[src/rtl/reduction_frame_acc.sv]
// reduction_frame_acc
// Streams WIDTH-bit words of a frame over valid/ready and folds AND/OR/XOR
// reductions across every bit of the frame. It also counts beats, saturating
// at 2**CNT_W-1. After the last beat, one registered result is held on a
// valid/ready output until downstream takes it. The input stalls while the
// result waits, which costs one bubble cycle per frame.
module reduction_frame_acc #(
    parameter int WIDTH = 8,
    parameter int CNT_W = 8
) (
    input  logic             clk,
    input  logic             rst_n,
    input  logic             s_valid,
    output logic             s_ready,
    input  logic [WIDTH-1:0] s_data,
    input  logic             s_last,
    output logic             m_valid,
    input  logic             m_ready,
    output logic             m_and,
    output logic             m_or,
    output logic             m_xor,
    output logic             m_nand,
    output logic             m_nor,
    output logic             m_xnor,
    output logic [CNT_W-1:0] m_count,
    output logic             m_sat
);

    typedef enum logic {
        COLLECT = 1'b0,
        DRAIN   = 1'b1
    } state_e;

    state_e             state_q, state_d;

    logic               acc_and_q, acc_and_d;
    logic               acc_or_q, acc_or_d;
    logic               acc_xor_q, acc_xor_d;
    logic               acc_sat_q, acc_sat_d;
    logic [CNT_W-1:0]   acc_cnt_q, acc_cnt_d;

    logic               res_and_q, res_and_d;
    logic               res_or_q, res_or_d;
    logic               res_xor_q, res_xor_d;
    logic               res_sat_q, res_sat_d;
    logic [CNT_W-1:0]   res_cnt_q, res_cnt_d;
    logic               valid_q, valid_d;

    logic               beat;
    logic               cnt_full;
    logic               fold_and;
    logic               fold_or;
    logic               fold_xor;
    logic               fold_sat;
    logic [CNT_W-1:0]   fold_cnt;

    // Accumulator state with the current beat folded in.
    always_comb begin
        beat     = s_valid && (state_q == COLLECT);
        cnt_full = (acc_cnt_q == {CNT_W{1'b1}});
        fold_and = acc_and_q & (&s_data);
        fold_or  = acc_or_q | (|s_data);
        fold_xor = acc_xor_q ^ (^s_data);
        fold_cnt = cnt_full ? acc_cnt_q : acc_cnt_q + CNT_W'(1);
        fold_sat = acc_sat_q | cnt_full;
    end

    // Next-state logic: collect beats, load the result on the last beat, then wait for the drain handshake.
    always_comb begin
        state_d   = state_q;
        acc_and_d = acc_and_q;
        acc_or_d  = acc_or_q;
        acc_xor_d = acc_xor_q;
        acc_sat_d = acc_sat_q;
        acc_cnt_d = acc_cnt_q;
        res_and_d = res_and_q;
        res_or_d  = res_or_q;
        res_xor_d = res_xor_q;
        res_sat_d = res_sat_q;
        res_cnt_d = res_cnt_q;
        valid_d   = valid_q;
        case (state_q)
            COLLECT: begin
                if (beat) begin
                    if (s_last) begin
                        // Publish the folded frame and return the accumulators to identity.
                        res_and_d = fold_and;
                        res_or_d  = fold_or;
                        res_xor_d = fold_xor;
                        res_sat_d = fold_sat;
                        res_cnt_d = fold_cnt;
                        valid_d   = 1'b1;
                        acc_and_d = 1'b1;
                        acc_or_d  = 1'b0;
                        acc_xor_d = 1'b0;
                        acc_sat_d = 1'b0;
                        acc_cnt_d = '0;
                        state_d   = DRAIN;
                    end else begin
                        acc_and_d = fold_and;
                        acc_or_d  = fold_or;
                        acc_xor_d = fold_xor;
                        acc_sat_d = fold_sat;
                        acc_cnt_d = fold_cnt;
                    end
                end
            end
            DRAIN: begin
                if (valid_q && m_ready) begin
                    valid_d = 1'b0;
                    state_d = COLLECT;
                end
            end
            default: state_d = COLLECT;
        endcase
    end

    // FSM state register.
    always_ff @(posedge clk or negedge rst_n) begin
        if (!rst_n) begin
            state_q <= COLLECT;
        end else begin
            state_q <= state_d;
        end
    end

    // Running accumulators; reset drops any partially collected frame.
    always_ff @(posedge clk or negedge rst_n) begin
        if (!rst_n) begin
            acc_and_q <= 1'b1;
            acc_or_q  <= 1'b0;
            acc_xor_q <= 1'b0;
            acc_sat_q <= 1'b0;
            acc_cnt_q <= '0;
        end else begin
            acc_and_q <= acc_and_d;
            acc_or_q  <= acc_or_d;
            acc_xor_q <= acc_xor_d;
            acc_sat_q <= acc_sat_d;
            acc_cnt_q <= acc_cnt_d;
        end
    end

    // Result registers and output valid; results change only on the last-beat load.
    always_ff @(posedge clk or negedge rst_n) begin
        if (!rst_n) begin
            res_and_q <= 1'b0;
            res_or_q  <= 1'b0;
            res_xor_q <= 1'b0;
            res_sat_q <= 1'b0;
            res_cnt_q <= '0;
            valid_q   <= 1'b0;
        end else begin
            res_and_q <= res_and_d;
            res_or_q  <= res_or_d;
            res_xor_q <= res_xor_d;
            res_sat_q <= res_sat_d;
            res_cnt_q <= res_cnt_d;
            valid_q   <= valid_d;
        end
    end

    assign s_ready = (state_q == COLLECT);
    assign m_valid = valid_q;
    assign m_and   = res_and_q;
    assign m_or    = res_or_q;
    assign m_xor   = res_xor_q;
    assign m_nand  = ~res_and_q;
    assign m_nor   = ~res_or_q;
    assign m_xnor  = ~res_xor_q;
    assign m_count = res_cnt_q;
    assign m_sat   = res_sat_q;

endmodule

[config.mk]
export PLATFORM = sky130hd
export DESIGN_NAME = reduction_frame_acc
export DESIGN_NICKNAME = d
export VERILOG_FILES = /design/src/rtl/reduction_frame_acc.sv
export SDC_FILE = /design/constraint.sdc
export NUM_CORES = 1
export LEC_CHECK = 0
export BUFFER_PORTS_ARGS = -buffer_cell sky130_fd_sc_hd__buf_2
export CAP_MARGIN = 10
export CORE_ASPECT_RATIO = 2
export CORE_MARGIN = 4
export CORE_UTILIZATION = 39
export CTS_CLUSTER_DIAMETER = 100
export DETAILED_ROUTE_END_ITERATION = 10
export PLACE_DENSITY = 0.6
export SETUP_SLACK_MARGIN = 0.2
export SYNTH_ARGS = -nofsm -noshare
export SYNTH_HDL_FRONTEND = slang
export SYNTH_SLANG_ARGS = --single-unit
[constraint.sdc]
create_clock -name clk -period 2.15 [get_ports clk]
set_input_delay 0.645 -clock clk [delete_from_list [all_inputs] [get_ports clk]]
set_output_delay 0.645 -clock clk [all_outputs]
set_load 0.02 [all_outputs]
==> results.py <==
metrics = {
    "status": {
        "status": "finished clean",
    },
    "synthesis": {
        "synth.distinct_cells": 38,
        "synthFlopType": "dfrtp_1",
        "ys_warn_count": 0,
        "yosysSeqAreaShare": 0.4445,
        "synth-async-reset-ratio": 1.000,
        "syn_avg_cell_area_um2": 9.281,
        "yosysTopAreaCellShare": 0.4266,
        "synth_area_leaders": "dfrtp_1 43%, ha_1 7.7%, nand2_1 6.7%",
        "ys_ff_latch": 26,
        "synth_edf_count": 0,
        "synth_nets": 180,
        "yosysMostFrequentCell": "nand2_1",
        "netlist_top_cells_count": "26 x nand2_1, 25 x dfrtp_1, 13 x inv_1, 9 x ha_1",
        "syn_area_um2": 1466,
        "syn_inst": 158,
        "synth_top_area_cell": "dfrtp_1",
    },
    "setup_path": {
        "cpMostUsedCell": "xor2_1",
        "required_ps": 2310,
        "criticalPathCategory": "input pin to flip-flop",
        "crit_arrival_ps": 1890,
        "r2r_slack_ps": 440,
        "critical_path.max_stage_delay_ps": 290,
        "crit_family": "XOR/XNOR gates",
        "cp-start-kind": "input pin",
        "cp_num_buf_inv": 2,
        "crit_fanout": 2,
        "endpoint_kind": "flip-flop",
        "crit_chain": "buf_2 -> inv_1 -> ha_1 -> xor2_1 -> xnor2_1 -> xor2_1 -> mux2_2",
        "slowest_stage": "ha_1",
    },
    "clock_network": {
        "clk_latency_ps": 260,
        "ctsHtreeMaxLevel": 1,
        "cts-root-buf": "clkbuf_8",
        "cts_setup_buffers": 0,
        "clk_pin_slew_worst_paths_ps": 90,
        "clock-sinks": 26,
        "cts_tree": "yes",
        "clockBufferDepth": 2,
        "cts_made_buffers": 3,
    },
    "grt": {
        "grtUsageTotal": 0.1502,
        "grt_antenna_before_repair": 0,
        "grt_max_degree": 27,
        "grt_overflow": 0,
        "grt_pass1_wl_um": 5575,
        "first_global_vias": 1290,
    },
    "cells_and_area": {
        "drive_gt1_frac": 0.2500,
        "instances_no_fill": 233,
        "nets": 207,
        "areaGrowthSynthToFinish_pct": 16.98,
        "antenna_cells": 0,
        "design_area_um2": 1715,
        "fillers": 372,
    },
    "sta": {
        "tns_ps": 0,
        "relSlewSlack": 0.6197,
        "finalSetupViolations": 0,
        "fin_crit_ps": 1735,
        "period_share": 0.8068,
        "hold_viol": 0,
        "fin_hold_ws_ps": 364.6,
        "rsz0062_at_grt": "no",
        "maxClockFrequency_mhz": 576.5,
        "worst_pin_slew_ps": 570.4,
        "clock_skew_ps": 3.108,
        "drv_slew": 0,
    },
    "placement": {
        "placed_cell_area_um2": 1642,
        "dp_hpwl_um": 2563,
        "dp_cells": 229,
        "gp_congestion": 0.8528,
        "io_buffers": 29,
    },
    "detailed_routing": {
        "drtIter0Drc": 25,
        "wl_met3_um": 105,
        "ant_nets": 0,
        "wl_per_cell_um": 13.62,
        "vias": 1210,
        "dr.pass1.iters": 4,
        "wl_met1_um": 1102,
        "wl_met2_um": 1832,
        "top_layer": "met4",
        "vias_per_cell": 5.193,
        "drc": 0,
        "drt_wl_total_um": 3173,
    },
    "power": {
        "pwr_density_cell_nw_per_um2": 994.8,
        "leakagePower_nw": 0.8672,
        "irDropWorstVdd_mv": 0.4699,
    },
    "floorplan": {
        "ios": 30,
        "dieArea_um2": 4865,
        "num_rows": 31,
        "start_util": 0.4065,
        "die_h_um": 94.72,
        "core_area_um2": 3607,
        "die_w_um": 51.36,
    },
    "flow_run": {
        "maxCapViolCount": 0,
    },
    "worst_hold_path": {
        "hp-class": "input pin to async pin",
    },
}
==> final timing paths <==
path | start | end | cells after the start
setup / recovery | s_data[6] | m_xor | 7
hold / removal | rst_n | m_count[3] | 1
setup reg to reg | acc_cnt_q[0] | acc_cnt_q[0] | 5
hold reg to reg | m_count[7] | m_count[7] | 2
max in group asynchronous | rst_n | acc_and_q | 1
min in group clk | m_count[7] | m_count[7] | 2
==> power by group <==
part	internal [mW]	total (mW)	switching [mW]	leakage [nW]
Sequential	0.619	0.742	0.123	0.340
Clock	0.249	0.398	0.149	0.0357
Combinational	0.220	0.567	0.347	0.491
==> layout make-up <==
type	instances	area [µm²]	share of cell area
Multi-Input combinational cell	110	721.9	0.4209
Sequential cell	26	651.9	0.3800
Timing Repair Buffer	31	160.2	0.09336
Tap cell	49	61.31	0.03574
Inverter	13	48.80	0.02845
Clock buffer	3	41.29	0.02407
Clock inverter	1	30.03	0.01751
==> what timing repair did <==
item,4_1_cts,5_1_grt
endpoints found under the hold margin,0,0
hold buffers,0,0
resized for setup,0,1
endpoints found under the setup margin,0,1
==> layer usage <==
layer  global-route usage  vias up
li1                     -      588
met1               0.1486      590
met2               0.2872       24
met3              0.01580        8
met4              0.08534        0
met5                    0        -
==> worst register-to-register path, cell delays in order (launching register included) <==
cell and delay [ps]:
dfrtp_1 500, ha_2 340, nand2_1 140, nor3_4 260, nor4_1 80, a221o_1 270
==> layout by cell type, fill, tap and decap left out, types with 4 or more instances in the layout <==
| master | instances |
|---|---|
| nor2_1 | 8 |
| o31ai_1 | 4 |
| dfrtp_1 | 25 |
| buf_2 | 29 |
| inv_1 | 13 |
| o21ai_0 | 8 |
| ha_1 | 8 |
| a21oi_1 | 8 |
| nand2_1 | 26 |
| a31oi_1 | 4 |
==> per-stage QoR <==
step	utilization	worst slack [ps]	total power [mW]
3_3_place_gp	0.4551	178.1	1.309
4_1_cts	0.4749	358.7	1.735
2_1_floorplan	-	314.6	1.121
5_1_grt	0.4755	275.6	1.837
3_5_place_dp	0.4551	108.6	1.332
6_report	0.4755	415.4	1.707
==> cell families after synthesis <==
kind of cell             after synthesis  share of synthesized area
XOR/XNOR                               6                    0.03584
AND/OR/NAND/NOR                       58                     0.2073
AO/OA/AOI/OAI                         34                     0.1485
adder cells (fa/ha/maj)                9                    0.07679
multiplexers                           3                    0.02218
flip-flops                            26                     0.4445
buffers and inverters                 22                    0.06485
(Power assumes the default switching activity.)
